<file path="src/rtl/pipeline_ctrl_if.sv">
// pipeline_ctrl_if: groups the ID/EX hazard inputs and the pipeline control outputs
// of pipeline_ctrl.
//   master : pipeline side; drives the decoded ID/EX fields and receives the controls
//   slave  : pipeline_ctrl; reads the ID/EX fields and drives the controls
// Signals:
//   id_rs1/id_rs2 [4:0], id_uses_rs2, id_branch, id_jump, branch_taken : ID stage
//   ex_valid, ex_mem_read, ex_rd [4:0], ex_alu_op [1:0]                 : EX stage
//   pc_write, if_id_write, if_id_flush, id_ex_bubble, ex_mem_bubble     : controls
//   stall_cnt [15:0]                                                    : stalled-cycle count
interface pipeline_ctrl_if;
    logic [4:0]  id_rs1;
    logic [4:0]  id_rs2;
    logic        id_uses_rs2;
    logic        id_branch;
    logic        id_jump;
    logic        branch_taken;
    logic        ex_valid;
    logic        ex_mem_read;
    logic [4:0]  ex_rd;
    logic [1:0]  ex_alu_op;
    logic        pc_write;
    logic        if_id_write;
    logic        if_id_flush;
    logic        id_ex_bubble;
    logic        ex_mem_bubble;
    logic [15:0] stall_cnt;

    modport master (
        output id_rs1, id_rs2, id_uses_rs2, id_branch, id_jump, branch_taken,
        output ex_valid, ex_mem_read, ex_rd, ex_alu_op,
        input  pc_write, if_id_write, if_id_flush, id_ex_bubble, ex_mem_bubble, stall_cnt
    );

    modport slave (
        input  id_rs1, id_rs2, id_uses_rs2, id_branch, id_jump, branch_taken,
        input  ex_valid, ex_mem_read, ex_rd, ex_alu_op,
        output pc_write, if_id_write, if_id_flush, id_ex_bubble, ex_mem_bubble, stall_cnt
    );
endinterface

</file>
<file path="src/rtl/pipeline_ctrl.sv">
// pipeline_ctrl: hazard/stall/flush controller for a 5-stage in-order pipeline.
// Detects load-use hazards, holds the pipeline for multi-cycle multiplies and flushes
// IF/ID on taken branches and jumps. Counts stalled cycles in a saturating counter.
// Ports:
//   clk     : rising-edge clock
//   arst_n  : asynchronous active-low reset
//   ctrl_io : pipeline_ctrl_if.slave (ID/EX fields in, pipeline controls out)
// Parameters:
//   MUL_CYCLES : EX-stage occupancy of a multiply, legal range 2..16
// Configuration:
//   PIPE_MUL_MULTICYCLE_EN : when defined, multiplies occupy EX for MUL_CYCLES cycles
//   (MUL_BUSY path). Undefined: multiplies are single-cycle, FSM stays in RUN and
//   ex_mem_bubble is constant 0.
module pipeline_ctrl #(
    parameter int unsigned MUL_CYCLES = 4
) (
    input  logic           clk,
    input  logic           arst_n,
    pipeline_ctrl_if.slave ctrl_io
);

    typedef enum logic [0:0] {StRun, StMulBusy} state_e;

    localparam logic [3:0] MulLoad = 4'(MUL_CYCLES - 1);

    state_e      state_q, state_d;
    logic [3:0]  cnt_q, cnt_d;
    logic [15:0] stall_cnt_q;

    logic load_use;
    logic lu_stall;
    logic mul_start;
    logic mul_stall;
    logic redirect;

    logic pc_write;
    logic if_id_write;
    logic if_id_flush;
    logic id_ex_bubble;
    logic ex_mem_bubble;

    assign load_use = ctrl_io.ex_valid && ctrl_io.ex_mem_read && (ctrl_io.ex_rd != 5'd0) &&
                      ((ctrl_io.ex_rd == ctrl_io.id_rs1) ||
                       (ctrl_io.id_uses_rs2 && (ctrl_io.ex_rd == ctrl_io.id_rs2)));

`ifdef PIPE_MUL_MULTICYCLE_EN
    assign mul_start = (state_q == StRun) && ctrl_io.ex_valid && (ctrl_io.ex_alu_op == 2'b11);
    // Stall on the start cycle and while more than one busy cycle remains; the cnt==1
    // cycle lets the pipeline advance, giving MUL_CYCLES-1 stalled cycles in total.
    assign mul_stall = mul_start || ((state_q == StMulBusy) && (cnt_q > 4'd1));
`else
    assign mul_start = 1'b0;
    assign mul_stall = 1'b0;
    logic unused_alu_op;
    assign unused_alu_op = ^ctrl_io.ex_alu_op;
`endif

    // A load-use seen while a multiply is in flight is not acted on; the hold keeps ID
    // intact, so it is picked up again once the FSM is back in RUN.
    assign lu_stall = load_use && (state_q == StRun) && !mul_stall;
    assign redirect = ctrl_io.id_jump || (ctrl_io.id_branch && ctrl_io.branch_taken);

    always_comb begin
        state_d = state_q;
        cnt_d   = cnt_q;
        unique case (state_q)
            StRun: begin
                if (mul_start) begin
                    state_d = StMulBusy;
                    cnt_d   = MulLoad;
                end
            end
            StMulBusy: begin
                cnt_d = cnt_q - 4'd1;
                // <= guards against a stuck FSM should cnt ever read 0 here
                if (cnt_q <= 4'd1) begin
                    state_d = StRun;
                end
            end
            default: begin
                state_d = StRun;
                cnt_d   = 4'd0;
            end
        endcase
    end

    always_ff @(posedge clk or negedge arst_n) begin
        if (!arst_n) begin
            state_q <= StRun;
            cnt_q   <= 4'd0;
        end else begin
            state_q <= state_d;
            cnt_q   <= cnt_d;
        end
    end

    // Outputs are combinational; reset forces the free-running defaults so a hazard
    // pattern on the inputs cannot leak out while arst_n is low.
    always_comb begin
        pc_write      = 1'b1;
        if_id_write   = 1'b1;
        if_id_flush   = 1'b0;
        id_ex_bubble  = 1'b0;
        ex_mem_bubble = 1'b0;
        if (!arst_n) begin
            pc_write = 1'b1;
        end else if (mul_stall) begin
            pc_write      = 1'b0;
            if_id_write   = 1'b0;
            ex_mem_bubble = 1'b1;
        end else if (lu_stall) begin
            pc_write     = 1'b0;
            if_id_write  = 1'b0;
            id_ex_bubble = 1'b1;
        end else if (redirect) begin
            if_id_flush = 1'b1;
        end
    end

    always_ff @(posedge clk or negedge arst_n) begin
        if (!arst_n) begin
            stall_cnt_q <= 16'd0;
        end else if (!pc_write && (stall_cnt_q != 16'hFFFF)) begin
            stall_cnt_q <= stall_cnt_q + 16'd1;
        end
    end

    assign ctrl_io.pc_write      = pc_write;
    assign ctrl_io.if_id_write   = if_id_write;
    assign ctrl_io.if_id_flush   = if_id_flush;
    assign ctrl_io.id_ex_bubble  = id_ex_bubble;
    assign ctrl_io.ex_mem_bubble = ex_mem_bubble;
    assign ctrl_io.stall_cnt     = stall_cnt_q;

endmodule

</file>
<file path="src/flat_wrapper.sv">
// flat-port wrapper written by rule: the top's interface ports become plain ports
module pipeline_ctrl_flat 
#(
    parameter int unsigned MUL_CYCLES = 4
)
  (clk, arst_n, ctrl_io_id_rs1, ctrl_io_id_rs2, ctrl_io_id_uses_rs2, ctrl_io_id_branch, ctrl_io_id_jump, ctrl_io_branch_taken, ctrl_io_ex_valid, ctrl_io_ex_mem_read, ctrl_io_ex_rd, ctrl_io_ex_alu_op, ctrl_io_pc_write, ctrl_io_if_id_write, ctrl_io_if_id_flush, ctrl_io_id_ex_bubble, ctrl_io_ex_mem_bubble, ctrl_io_stall_cnt);
  pipeline_ctrl_if ctrl_io_i ();
  input  logic clk;
  input  logic arst_n;
  input wire logic [$bits(ctrl_io_i.id_rs1)-1:0] ctrl_io_id_rs1;
  input wire logic [$bits(ctrl_io_i.id_rs2)-1:0] ctrl_io_id_rs2;
  input wire logic [$bits(ctrl_io_i.id_uses_rs2)-1:0] ctrl_io_id_uses_rs2;
  input wire logic [$bits(ctrl_io_i.id_branch)-1:0] ctrl_io_id_branch;
  input wire logic [$bits(ctrl_io_i.id_jump)-1:0] ctrl_io_id_jump;
  input wire logic [$bits(ctrl_io_i.branch_taken)-1:0] ctrl_io_branch_taken;
  input wire logic [$bits(ctrl_io_i.ex_valid)-1:0] ctrl_io_ex_valid;
  input wire logic [$bits(ctrl_io_i.ex_mem_read)-1:0] ctrl_io_ex_mem_read;
  input wire logic [$bits(ctrl_io_i.ex_rd)-1:0] ctrl_io_ex_rd;
  input wire logic [$bits(ctrl_io_i.ex_alu_op)-1:0] ctrl_io_ex_alu_op;
  output wire logic [$bits(ctrl_io_i.pc_write)-1:0] ctrl_io_pc_write;
  output wire logic [$bits(ctrl_io_i.if_id_write)-1:0] ctrl_io_if_id_write;
  output wire logic [$bits(ctrl_io_i.if_id_flush)-1:0] ctrl_io_if_id_flush;
  output wire logic [$bits(ctrl_io_i.id_ex_bubble)-1:0] ctrl_io_id_ex_bubble;
  output wire logic [$bits(ctrl_io_i.ex_mem_bubble)-1:0] ctrl_io_ex_mem_bubble;
  output wire logic [$bits(ctrl_io_i.stall_cnt)-1:0] ctrl_io_stall_cnt;
  assign ctrl_io_i.id_rs1 = ctrl_io_id_rs1;
  assign ctrl_io_i.id_rs2 = ctrl_io_id_rs2;
  assign ctrl_io_i.id_uses_rs2 = ctrl_io_id_uses_rs2;
  assign ctrl_io_i.id_branch = ctrl_io_id_branch;
  assign ctrl_io_i.id_jump = ctrl_io_id_jump;
  assign ctrl_io_i.branch_taken = ctrl_io_branch_taken;
  assign ctrl_io_i.ex_valid = ctrl_io_ex_valid;
  assign ctrl_io_i.ex_mem_read = ctrl_io_ex_mem_read;
  assign ctrl_io_i.ex_rd = ctrl_io_ex_rd;
  assign ctrl_io_i.ex_alu_op = ctrl_io_ex_alu_op;
  assign ctrl_io_pc_write = ctrl_io_i.pc_write;
  assign ctrl_io_if_id_write = ctrl_io_i.if_id_write;
  assign ctrl_io_if_id_flush = ctrl_io_i.if_id_flush;
  assign ctrl_io_id_ex_bubble = ctrl_io_i.id_ex_bubble;
  assign ctrl_io_ex_mem_bubble = ctrl_io_i.ex_mem_bubble;
  assign ctrl_io_stall_cnt = ctrl_io_i.stall_cnt;
  pipeline_ctrl #(.MUL_CYCLES(MUL_CYCLES)) u_core (.clk(clk), .arst_n(arst_n), .ctrl_io(ctrl_io_i));
endmodule
</file>
<file path="config.mk">
export PLATFORM = sky130hd
export DESIGN_NAME = pipeline_ctrl_flat
export DESIGN_NICKNAME = d
export VERILOG_FILES = /design/src/rtl/pipeline_ctrl_if.sv /design/src/rtl/pipeline_ctrl.sv /design/src/flat_wrapper.sv
export SDC_FILE = /design/constraint.sdc
export NUM_CORES = 1
export LEC_CHECK = 0
export BUFFER_PORTS_ARGS = -buffer_cell sky130_fd_sc_hd__buf_2
export CORE_AREA = 2 2 55 57
export CTS_CLUSTER_SIZE = 10
export DETAILED_ROUTE_END_ITERATION = 8
export DIE_AREA = 0 0 57 59
export PLACE_DENSITY = 0.78
export SLEW_MARGIN = 20
export SYNTH_ARGS = -nofsm -noshare
export SYNTH_HDL_FRONTEND = slang
export SYNTH_SLANG_ARGS = --single-unit
</file>
<file path="constraint.sdc">
create_clock -name clk -period 2.1 [get_ports clk]
set_input_delay 0.315 -clock clk [delete_from_list [all_inputs] [get_ports clk]]
set_output_delay 0.315 -clock clk [all_outputs]
set_load 0.01 [all_outputs]
</file>
---- Word level (Yosys, flattened, before mapping) ----
Index checks and enable logic that the tools add are counted.
word-level totals
  bits of input ports ..................... 25
  bits in registers ....................... 21
  logic and storage cells ................. 31
  output and inout port bits .............. 21
cells by class
  bitwise operators ....................... 1
  reductions and logical operators ........ 11
  eq/ne operators ......................... 3
  $add $sub $neg .......................... 2
  mux-type cells .......................... 10
  $lt $le $gt $ge ......................... 1
operators with widths
  cell                                                                              count
  16-bit by 1-bit adder with 16-bit output, second input constant                   1
  16-bit inequality test, second input constant                                     1
  5-bit == test                                                                     2
  1-bit 2-to-1 mux                                                                  8
  1-bit logical AND                                                                 7
  5-bit nonzero test                                                                1
  4-bit by 1-bit less-or-equal comparator with 1-bit output, second input constant  1
  4-bit 2-to-1 mux                                                                  1
  4-bit by 1-bit subtractor with 4-bit output, second input constant                1
  1-bit logical OR                                                                  2
  1-bit one-hot mux with 2 select lines                                             1
  1-bit logical NOT                                                                 1
  1-bit NOT                                                                         1

---- Logic depth before layout (Yosys ltp) ----
  depth after elaboration ................. 9
  mapped depth ............................ 7
  gate-level depth less buffers ........... 6

---- Least setup slack after synthesis ----
OpenSTA, ideal clock, no wires.
  kind .................................... input to output
  from .................................... input port ctrl_io_ex_rd[0]
  to ...................................... output port ctrl_io_pc_write
  cell stages on the path ................. 6
  arrival time ............................ 1.600 ns
  path buffers ............................ 1
  required time ........................... 1.785 ns
  path slack .............................. 0.185 ns
  cells stage by stage .................... or4_1 o2111ai_2 nor2_1 and2_1 inv_1 buf_4
between the ends
  longest elaborated chain between the ends .. 7
  elaborated cells on any way between the ends .. 10
  those cells by class .................... 2 x eq/ne; 2 x mux; 6 x reduce/logical
RTL lines
  item                               line                 text
  start: declaration                 flat_wrapper.sv:18   input wire logic [$bits(ctrl_io_i.ex_rd)-1:0] ctrl_io_ex_rd;
  5-bit == test                      pipeline_ctrl.sv:44  (ctrl_io.id_uses_rs2 && (ctrl_io.ex_rd == ctrl_io.id_rs2)));
  1-bit logical AND                  pipeline_ctrl.sv:44
  1-bit logical OR                   pipeline_ctrl.sv:43  ((ctrl_io.ex_rd == ctrl_io.id_rs1) ||
  1-bit logical AND (*)              pipeline_ctrl.sv:42  assign load_use = ctrl_io.ex_valid && ctrl_io.ex_mem_read && (ctrl_io.ex_rd != 5'd0) &&
  1-bit logical AND (*)              pipeline_ctrl.sv:60  assign lu_stall = load_use && (state_q == StRun) && !mul_stall;
  1-bit 2-to-1 mux (*) (2 in a row)  -
  end: declaration                   flat_wrapper.sv:20   output wire logic [$bits(ctrl_io_i.pc_write)-1:0] ctrl_io_pc_write;
Every way passes the cells marked *; elsewhere a longest branch is shown, timed or not.

---- Worst setup path in the final report ----
  from .................................... input port ctrl_io_ex_rd[3]
  to ...................................... output port ctrl_io_if_id_flush
between the ends
  longest elaborated chain between the ends .. 7
  elaborated cells on any way between the ends .. 10
  those cells by class .................... 2 x eq/ne; 2 x mux; 6 x reduce/logical
RTL lines
  item                   line                  text
  5-bit == test          pipeline_ctrl.sv:44
  1-bit logical AND      pipeline_ctrl.sv:44
  1-bit logical OR       pipeline_ctrl.sv:43
  1-bit logical AND (*)  pipeline_ctrl.sv:42
  1-bit logical AND (*)  pipeline_ctrl.sv:60
  1-bit 2-to-1 mux (*)   pipeline_ctrl.sv:111  end else if (lu_stall) begin
  1-bit 2-to-1 mux (*)   pipeline_ctrl.sv:105  if (!arst_n) begin
  end: declaration       flat_wrapper.sv:22    output wire logic [$bits(ctrl_io_i.if_id_flush)-1:0] ctrl_io_if_id_flush;
Marks and branches as above.

==> results by group <==
Run status
  – Outcome: finished clean

Logic synthesis
  – Commonest cells post-synth: xnor2_1, dfrtp_1, nand3_1, and3_1
  – Post-synth EDFFs: 0
  – Mapped cell area: ~1200 um2
  – Ys async rst share: 1.00
  – Most numerous cell in the Yosys netlist: xnor2_1
  – Commonest register cell after synthesis: dfrtp_1
  – Register bit total from synthesis: 21
  – Syn_nets: 145
  – Average cell area after synthesis: 10.1 um2
  – Synth Warn #: 0
  – Distinct cells, synth: 29
  – Register area share after synthesis: 0.443
  – Ranking of synthesized cells by area: dfrtp_1, xnor2_1, nand3_1
  – Post-Synthesis Cells: 117
  – Share of the synthesized area in the top cell type: 0.443
  – Synth area leader: dfrtp_1

Global route
  – GRT overflow: 0
  – Total GRT Usage: 0.170
  – Vias in the first global route: 1051
  – First-pass GRT wire length: 4400 um
  – Largest net degree at the start of global routing: 22
  – Initial antenna violation count: 0

Hold path
  – Hold path start: ctrl_io_ex_valid
  – WHS Path Cells: 5
  – HP Class: in -> reg
  – Hold EP: u_core.ctrl_io.stall_cnt[13]

Worst setup path
  – Critical path's slowest cell: or4_4
  – CP Class: in -> out
  – Critical Path RT: 1.78 ns
  – Internal reg-to-reg setup slack: 0.18 ns
  – Most used cell along the critical path: buf_2
  – Crit end category: output pin
  – R2r endpoint: u_core.ctrl_io.stall_cnt[1]
  – Worst-path fanout max: 3
  – Crit-path max cell delay: 0.53 ns
  – Delay-heaviest family, CP: simple AND/OR/NAND/NOR gates
  – Worst path bufs/invs: 2
  – WP data arrival: about 1.8 ns
  – Worst r2r src: u_core.ctrl_io.stall_cnt[0]
  – CP cell instances: buf_2 > or4_4 > o2111ai_4 > and2b_1 > nor3_1 > buf_2
  – R2R cell count: 6
  – CP Launch Type: primary input

STA
  – Fmax: 484 MHz
  – Final Skew: 0.000480 ns
  – Hold Fails Final Rpt: 0
  – Tcrit/Tclk final: 0.984
  – Setup TNS: 0 ns
  – Final setup fails: 0
  – Minimum clock period: just over 2 ns
  – Max-slew violations: 0

CTS
  – CTS tree: yes
  – CTS Buf Count: 3
  – Clock sink total: 21
  – H-tree levels: 1
  – Root Buffer Master: clkbuf_4
  – CTS clk-pin slew, worst paths: about 0.11 ns
  – Clock latency at the later pin of the worst-skew pair: 0.31 ns
  – Buffer depth of the longest clock path: 2

Pwr
  – Switching share of power: 0.265
  – Gate power share: 0.160
  – P per Cell Area: 486 nW/um2
  – Pleak: 0.000756 uW
  – Peak VDD IR: approximately 0.00038 V
  – Clk pwr share: 0.264
  – Power Internal: 544 uW
  – Switching pwr: between 150 and 200 uW
  – Seq pwr share: 0.576

Die
  – CORE AREA: roughly 2700 um2
  – Io pins: 46
  – Die X: 57 um
  – Starting Density: 0.438
  – Cell row count: 19
  – Die area: roughly 3400 um2
  – Die Y: 59 um

Placed design
  – DP Cell Count: between 150 and 200
  – Cell area after placement: 1450 um2
  – I/O Buffers: 42
  – Final HPWL DP: approximately 2100 um
  – Final Wtd Congestion: 0.841

Finish
  – Finished Cell Area: ~1500 um2
  – Diode count: 0
  – Layout net count: 194
  – Area grow syn2layout: 28.1%
  – Fin cells: 196
  – Layout cells sized above 1: 0.352

Routing
  – Drt via density: between 5 and 6
  – Routed len/inst: between 10 and 15 um
  – DRC: 0
  – Routed Antenna Nets: 0
  – Via count: 1031
  – DRT Pass-1 Iters: 4
  – Routed Wire Length: around 2700 um
  – Initial DRC count: 18

Run
  – Max-cap violations: 0
-- metrics by stage --
stage,hold slack (ns),power (uW),utilization,setup WS (ns)
2_1_floorplan,0.0194,485,-,0.185
3_3_place_gp,0.309,539,0.534,0.0569
3_5_place_dp,0.313,545,0.534,-0.000736
5_1_grt,0.476,783,0.561,-0.0284
4_1_cts,0.480,740,0.550,0.0105
6_report,0.461,740,0.561,0.0346
-- kinds of logic after synthesis --
family / after synthesis / synth area share
AND/OR/NAND/NOR: 46 / 0.204
XOR/XNOR: 27 / 0.199
flip-flops: 21 / 0.443
buffers and inverters: 10 / 0.0453
AO/OA/AOI/OAI: 7 / 0.0558
adder cells (fa/ha/maj): 3 / 0.0316
multiplexers: 2 / 0.0179
other: 1 / 0.00316
-- area by class of cell --
class / count / area [um2]
multi-input combinational: 86 / 637
clock inverter: 1 / 5.00
timing repair buffer: 48 / 270
inverter: 6 / 22.5
sequential: 21 / 526
clock buffer: 3 / 22.5
tap: 31 / 38.8
fill: 267 / 1190
-- power by group through the flow --
stage	sequential [uW]	combinational [uW]	clock, uW
finish	427	118	195
global placement	433	106	0
global route	428	132	223
detailed placement	434	111	0
CTS	426	113	201
floorplan	437	48.1	0
-- placed cells by master, fill, tap and decap left out --
master / n
mux2_2: 1
nor2_2: 1
xor2_1: 2
o22ai_2: 1
xnor2_1: 25
conb_1: 1
and2b_1: 1
nor2_1: 5
or4_4: 1
a41oi_1: 1
clkinv_2: 1
and2_1: 1
nor3_2: 1
buf_2: 42
and3_1: 7
nand2_1: 5
o2111ai_4: 1
inv_1: 6
a31oi_1: 1
mux2i_1: 1
dfrtp_1: 21
nor3_1: 3
buf_4: 4
a21oi_1: 1
nand3b_1: 1
nand3_1: 13
nand4_1: 6
o311a_1: 1
ha_1: 3
clkbuf_4: 3
nor4_1: 1
a311oi_2: 1
buf_12: 1
dlygate4sd3_1: 1
-- state kept, by name, summed over array words and instances, names as in the netlist --
| register | count |
|---|---|
| u_core.ctrl_io.stall_cnt | 16 |
| u_core.state_q | 1 |
| u_core.cnt_q | 4 |
-- per-layer routing --
layer  wire length, um  global-route usage  part of all wire  vias to the layer above
li1                  -                   -                 -                      499
met1              1090               0.185              0.40                      491
met2              1440               0.328              0.53                       36
met3               155              0.0262             0.057                        5
met4                42              0.0698             0.015                        0
met5                 0                   0                 0                        -
-- timing repair --
| action | 4_1_cts | 5_1_grt |
|---|---|---|
| hold buffers | 1 | 0 |
| setup endpoints to repair | 1 | 3 |
| hold endpoints to repair | 21 | 0 |
| gates resized for setup | 1 | 4 |
| buffers inserted | 0 | 1 |
| pin swaps | 0 | 1 |
-- worst register-to-register path: stages (launching register included) --
cell,delay (ns)
dfrtp_1,0.45
ha_1,0.19
nand3_1,0.19
nor3_2,0.32
a311oi_2,0.17
nand2_1,0.17
mux2_2,0.34
-- how the worst max path moves through the flow --
| stage | startpoint | end | slack, ns | depth (start not counted) |
|---|---|---|---|---|
| floorplan | ctrl_io_ex_rd[0] | ctrl_io_pc_write | 0.19 | 6 |
| global placement | ctrl_io_ex_rd[3] | ctrl_io_if_id_flush | 0.06 | 6 |
| detailed placement | u_core.ctrl_io.stall_cnt[0] | u_core.ctrl_io.stall_cnt[1] | -0.0007 | 6 |
| CTS | ctrl_io_ex_rd[3] | ctrl_io_if_id_flush | 0.01 | 6 |
| global route | ctrl_io_ex_rd[3] | ctrl_io_if_id_flush | -0.03 | 6 |
| finish | ctrl_io_ex_rd[3] | ctrl_io_if_id_flush | 0.03 | 6 |
Power figures use the tool's default switching activity.
